==> src/rtl/nexys_starship_ssd_scanner.sv <==
// Purpose : time-multiplexed seven-segment scan controller with frame-synchronous shadow load,
//           per-digit blank/blink and PWM brightness.
// Latency : An/Cathodes are registered, one Clk behind the internal scan state; frame_done follows the wrap by one Clk.
// Backpressure: none; free-running scan, inputs are sampled only at frame boundaries (brightness is sampled live).
//
// Ports:
//   Clk, Reset        clock and asynchronous active-high reset
//   digits_in         hex nibble per digit, digit k = [4k+3:4k]
//   dp_in/blank_in/blink_in  per-digit decimal point / force dark / blink enable
//   brightness        PWM duty select, 0 = dark, all-ones = full on
//   update_en         reload shadow registers at the next frame boundary
//   An                active-low anodes, Cathodes = {Ca..Cg,Dp} active-low
//   digit_idx         digit currently in its slot, frame_done = pulse after the last slot
module nexys_starship_ssd_scanner #(
    parameter int N_DIGITS     = 8,
    parameter int CLK_DIV_BITS = 14,
    parameter int PWM_BITS     = 4,
    parameter int BLINK_BITS   = 25
) (
    input  logic                    Clk,
    input  logic                    Reset,
    input  logic [4*N_DIGITS-1:0]   digits_in,
    input  logic [N_DIGITS-1:0]     dp_in,
    input  logic [N_DIGITS-1:0]     blank_in,
    input  logic [N_DIGITS-1:0]     blink_in,
    input  logic [PWM_BITS-1:0]     brightness,
    input  logic                    update_en,
    output logic [N_DIGITS-1:0]     An,
    output logic [7:0]              Cathodes,
    output logic [2:0]              digit_idx,
    output logic                    frame_done
);

    logic [CLK_DIV_BITS-1:0] prescaler;
    logic [BLINK_BITS-1:0]   blink_cnt;

    logic [4*N_DIGITS-1:0]   shadow_digits;
    logic [N_DIGITS-1:0]     shadow_dp;
    logic [N_DIGITS-1:0]     shadow_blank;
    logic [N_DIGITS-1:0]     shadow_blink;

    logic                    slot_end;
    logic                    frame_wrap;
    logic [PWM_BITS-1:0]     pwm_field;
    logic                    pwm_on;
    logic                    blink_phase;
    logic                    lit;

    // Shadow state widened to a full 8-digit view so the 3-bit index never
    // selects past the end of a narrower configuration.
    logic [3:0]              nib8 [0:7];
    logic [7:0]              dp8;
    logic [7:0]              blank8;
    logic [7:0]              blink8;
    logic [7:0]              an8;
    logic [6:0]              seg;

    assign slot_end    = &prescaler;
    assign frame_wrap  = slot_end && (digit_idx == 3'(N_DIGITS - 1));
    assign pwm_field   = prescaler[CLK_DIV_BITS-1 -: PWM_BITS];
    // All-ones brightness must be fully on; a plain compare would leave one step dark.
    assign pwm_on      = (&brightness) | (pwm_field < brightness);
    assign blink_phase = blink_cnt[BLINK_BITS-1];

    always_comb begin
        dp8    = '0;
        blank8 = '0;
        blink8 = '0;
        for (int i = 0; i < 8; i++) begin
            nib8[i] = 4'h0;
        end
        for (int i = 0; i < N_DIGITS; i++) begin
            nib8[i]   = shadow_digits[4*i +: 4];
            dp8[i]    = shadow_dp[i];
            blank8[i] = shadow_blank[i];
            blink8[i] = shadow_blink[i];
        end
    end

    assign lit = pwm_on & ~blank8[digit_idx] & ~(blink8[digit_idx] & blink_phase);

    // abcdefg, active-low
    always_comb begin
        seg = 7'b1111111;
        case (nib8[digit_idx])
            4'h0: seg = 7'b0000001;
            4'h1: seg = 7'b1001111;
            4'h2: seg = 7'b0010010;
            4'h3: seg = 7'b0000110;
            4'h4: seg = 7'b1001100;
            4'h5: seg = 7'b0100100;
            4'h6: seg = 7'b0100000;
            4'h7: seg = 7'b0001111;
            4'h8: seg = 7'b0000000;
            4'h9: seg = 7'b0000100;
            4'hA: seg = 7'b0001000;
            4'hB: seg = 7'b1100000;
            4'hC: seg = 7'b0110001;
            4'hD: seg = 7'b1000010;
            4'hE: seg = 7'b0110000;
            4'hF: seg = 7'b0111000;
            default: seg = 7'b1111111;
        endcase
    end

    always_comb begin
        an8            = 8'hFF;
        an8[digit_idx] = ~lit;
    end

    // Free-running counters and frame sequencing
    always_ff @(posedge Clk or posedge Reset) begin
        if (Reset) begin
            prescaler  <= '0;
            blink_cnt  <= '0;
            digit_idx  <= 3'd0;
            frame_done <= 1'b0;
        end else begin
            prescaler  <= prescaler + 1'b1;
            blink_cnt  <= blink_cnt + 1'b1;
            frame_done <= frame_wrap;
            if (frame_wrap) begin
                digit_idx <= 3'd0;
            end else if (slot_end) begin
                digit_idx <= digit_idx + 3'd1;
            end
        end
    end

    // Shadow registers only change on the wrap edge, so a frame is never torn.
    always_ff @(posedge Clk or posedge Reset) begin
        if (Reset) begin
            shadow_digits <= '0;
            shadow_dp     <= '0;
            shadow_blank  <= '0;
            shadow_blink  <= '0;
        end else if (frame_wrap && update_en) begin
            shadow_digits <= digits_in;
            shadow_dp     <= dp_in;
            shadow_blank  <= blank_in;
            shadow_blink  <= blink_in;
        end
    end

    // Registered pin drivers
    always_ff @(posedge Clk or posedge Reset) begin
        if (Reset) begin
            An       <= '1;
            Cathodes <= 8'hFF;
        end else begin
            An       <= an8[N_DIGITS-1:0];
            Cathodes <= lit ? {seg, ~dp8[digit_idx]} : 8'hFF;
        end
    end

endmodule

==> config.mk <==
export PLATFORM = sky130hd
export DESIGN_NAME = nexys_starship_ssd_scanner
export DESIGN_NICKNAME = d
export VERILOG_FILES = /design/src/rtl/nexys_starship_ssd_scanner.sv
export SDC_FILE = /design/constraint.sdc
export NUM_CORES = 1
export LEC_CHECK = 0
export ABC_AREA = 1
export ABC_CLOCK_PERIOD_IN_PS = 6250
export CAP_MARGIN = 10
export CORE_MARGIN = 2
export CORE_UTILIZATION = 25
export CTS_BUF_LIST = sky130_fd_sc_hd__clkbuf_2 sky130_fd_sc_hd__clkbuf_4 sky130_fd_sc_hd__clkbuf_8
export DETAILED_ROUTE_END_ITERATION = 6
export GPL_TIMING_DRIVEN = 0
export HOLD_SLACK_MARGIN = 0.12
export PLACE_DENSITY = 0.52
export SLEW_MARGIN = 30
export SYNTH_ARGS = -nofsm -noshare
export SYNTH_HDL_FRONTEND = slang
export SYNTH_SLANG_ARGS = --single-unit
export TNS_END_PERCENT = 50
==> constraint.sdc <==
create_clock -name Clk -period 6.25 [get_ports Clk]
set_clock_uncertainty 0.2 [all_clocks]
set_input_delay 1.875 -clock Clk [delete_from_list [all_inputs] [get_ports Clk]]
set_output_delay 1.875 -clock Clk [all_outputs]
set_load 0.01 [all_outputs]
==> impl_metrics.env <==
export IMPL_synth_seq_cells=115
export IMPL_grt_first_pass_wirelength_mm=22.9
export IMPL_synth_top_area_cell="dfrtp_1"
export IMPL_ctsHtreeMaxLevel=4
export IMPL_fin_crit_ns=3.72
export IMPL_io_buffers=82
export IMPL_rsz0062_at_grt="no"
export IMPL_drt_pass1_iter_count=5
export IMPL_ys_async_sr_fraction_pct=100
export IMPL_synth_cell_type_count=27
export IMPL_cts_setup_buffers=0
export IMPL_path_cells="clkdlybuf4s50_1"
export IMPL_ios=83
export IMPL_postPlaceCellArea_mm2=0.00696
export IMPL_maxSlewHeadroom_pct=54.3
export IMPL_n_antenna_cell=0
export IMPL_postRouteAntennaNets=0
export IMPL_post_route_period_util_pct=59.5
export IMPL_via_per_inst=4.06
export IMPL_cts_made_buffers=17
export IMPL_fp_dieW_um=156
export IMPL_num_vias=4442
export IMPL_grt_overflow=0
export IMPL_wl_met3_um=403
export IMPL_slew_violations=0
export IMPL_startpoint_type="register"
export IMPL_synth_avg_cell_area_um2=8.29
export IMPL_first_global_vias=4451
export IMPL_yosys_cell_count_top_type="nand2_1"
export IMPL_grtUsageTotal_pct=12.3
export IMPL_dpl_hpwl_mm=10.4
export IMPL_synth_seq_area_share_pct=50.4
export IMPL_drive_above_1_share_pct=12.4
export IMPL_root_buffer="clkbuf_8"
export IMPL_yosys_top_cells_area="dfrtp_1 43%, nand2_1 13%, inv_1 8.0%, dfstp_2 7.3%, o21ai_2 4.0%"
export IMPL_required_ns=4.18
export IMPL_ir_drop_v=0.000121
export IMPL_top_layer_used="met4"
export IMPL_die_height_um=156
export IMPL_clock_fmax_mhz=269
export IMPL_drt_met1_wl_mm=7.07
export IMPL_netlist_area_mm2=0.00575
export IMPL_cts_resized=0
export IMPL_startpoint="digit_idx[2]"
export IMPL_die_area_mm2=0.0242
export IMPL_drtIter0Drc=176
export IMPL_critPathKind="reg -> out"
export IMPL_cp_max_fo=9
export IMPL_place_congestion=0.774
export IMPL_clock_sinks=115
export IMPL_start_util_pct=25.5
export IMPL_cts_hold_buf=0
export IMPL_areaGrowthSynthToFinish_pct=27.7
export IMPL_path_buf_inv=1
export IMPL_rr_worst_depth=13
export IMPL_drt_total_wl_mm=13.9
export IMPL_drc=0
export IMPL_p_total_w=0.00149
export IMPL_critPathMaxStageDelay_ns=0.64
export IMPL_worstSkewPairLatency_ns=0.43
export IMPL_status="finished clean"
export IMPL_cp_endpoint="digit_idx[2]"
export IMPL_dp_cells=1061
export IMPL_cp_end_kind="output pin"
export IMPL_cp_data_arrival_time_ns=1.65
export IMPL_hold_ws_ns=0.252
export IMPL_rr_endpoint="Cathodes[4]"
export IMPL_hold_class="reg -> reg"
export IMPL_power_density_mw_per_mm2=203
export IMPL_rows=55
export IMPL_antenna_found_initial=0
export IMPL_syn_inst=693
export IMPL_synthesis_nets=769
export IMPL_final_nets=871
export IMPL_wire_per_inst_um=12.7
export IMPL_wl_met2_mm=6.27
export IMPL_synth_top_area_share_pct=43.1
export IMPL_crit_family="buffers and inverters"
export IMPL_r2r_setup_slack_ns=3.66
export IMPL_setup_viol=0
export IMPL_max_cap_viol_count=0
export IMPL_synth_common_cells="201 x nand2_1, 122 x inv_1, 99 x dfrtp_1"
export IMPL_p_leak_nw=3.70
export IMPL_ys_warn_count=0
export IMPL_instances_no_fill=1093
export IMPL_final_area_mm2=0.00734
export IMPL_place_ws_ns=2.17
export IMPL_clk_path_buf_depth=2
export IMPL_synth_edf_count=0
export IMPL_cp_depth=1
export IMPL_grt_max_degree=63
export IMPL_worst_slack_ns=2.53
export IMPL_tightest_slew_ns=0.683
export IMPL_synthFlopType="dfrtp_1"
export IMPL_fp_coreArea_mm2=0.0226
export IMPL_tritoncts="built"
export IMPL_r2r_start="digit_idx[0]"
export IMPL_cts_clk_slew_worst_paths_ns=0.07
export IMPL_crit_slowest_cell="clkdlybuf4s50_1"
export IMPL_hold_viol=0
[how the worst min path moves through the flow]
stage | from | end | slack (ns) | depth (start not counted)
after floorplan | prescaler[0] | prescaler[0] | 0.22 | 1
after global placement | prescaler[0] | prescaler[0] | 0.24 | 1
after detailed placement | prescaler[0] | prescaler[0] | 0.24 | 1
after CTS | prescaler[0] | prescaler[0] | 0.26 | 1
after global routing | prescaler[0] | prescaler[0] | 0.29 | 1
final | prescaler[0] | prescaler[0] | 0.25 | 1
[worst register-to-register path, delay by kind of cell, from the launching register on]
family	cells	cell delay, ns
and+or+nand+nor	7	0.81
buffers and inverters	4	0.65
DFF	1	0.45
adders and majority gates	1	0.32
AOI/OAI and AO/OA	1	0.08
[report_power, final]
part / total, W / switching [W] / internal, W
sequential: 0.000747 / 0.000000495 / 0.000746
clock: 0.000665 / 0.000320 / 0.000345
combinational: 0.0000749 / 0.0000335 / 0.0000414
[cell usage in the layout (no fill, tap or decap), types with 20 or more instances in the layout]
cell and instances:
clkbuf_8 20, clkdlybuf4s50_1 82, dfrtp_1 99, inv_1 121, nand2_1 201, nand3_1 45
nor2_1 54, o21ai_1 30, o21ai_2 26, xor2_1 24
[area by class of cell]
class                   count  area [um^2]
multi-input cells         436         2230
inverters                 122          465
fillers                  2417        15200
clock buffers              20          275
well taps                 285          357
repair buffers             83          848
plain buffers              20          160
flip-flops and latches    115         2900
clock inverters            12          106
[cell families (layout without fill, tap and decap cells)]
logic type / after synthesis / in the layout / synth area share [%]
AND/OR/NAND/NOR: 321 / 321 / 23.1
buffers and inverters: 142 / 257 / 10.8
flip-flops: 115 / 115 / 50.4
AO/OA/AOI/OAI: 68 / 68 / 7.66
XOR/XNOR: 34 / 34 / 5.18
adder cells (fa/ha/maj): 13 / 13 / 2.83
[through the flow]
step	setup TNS [ns]	utilization (%)
3_5_place_dp	0	30.8
5_1_grt	0	32.5
3_3_place_gp	-81.65	30.7
6_report	0	32.5
2_1_floorplan	0	-
4_1_cts	0	32.5
[per-layer routing]
metal,vias up,track usage [%]
met5,-,0
li1,2318,-
met2,78,18.9
met1,2036,17.0
met3,10,2.69
met4,0,4.33
[sequential cells by signal (all words and copies together) (netlist names)]
register       cells
blink8             8
An                 8
digit_idx          3
blink_cnt         25
frame_done         1
dp8                8
blank8             8
shadow_digits     32
Cathodes           8
prescaler         14
Power figures use the tool's default switching activity.
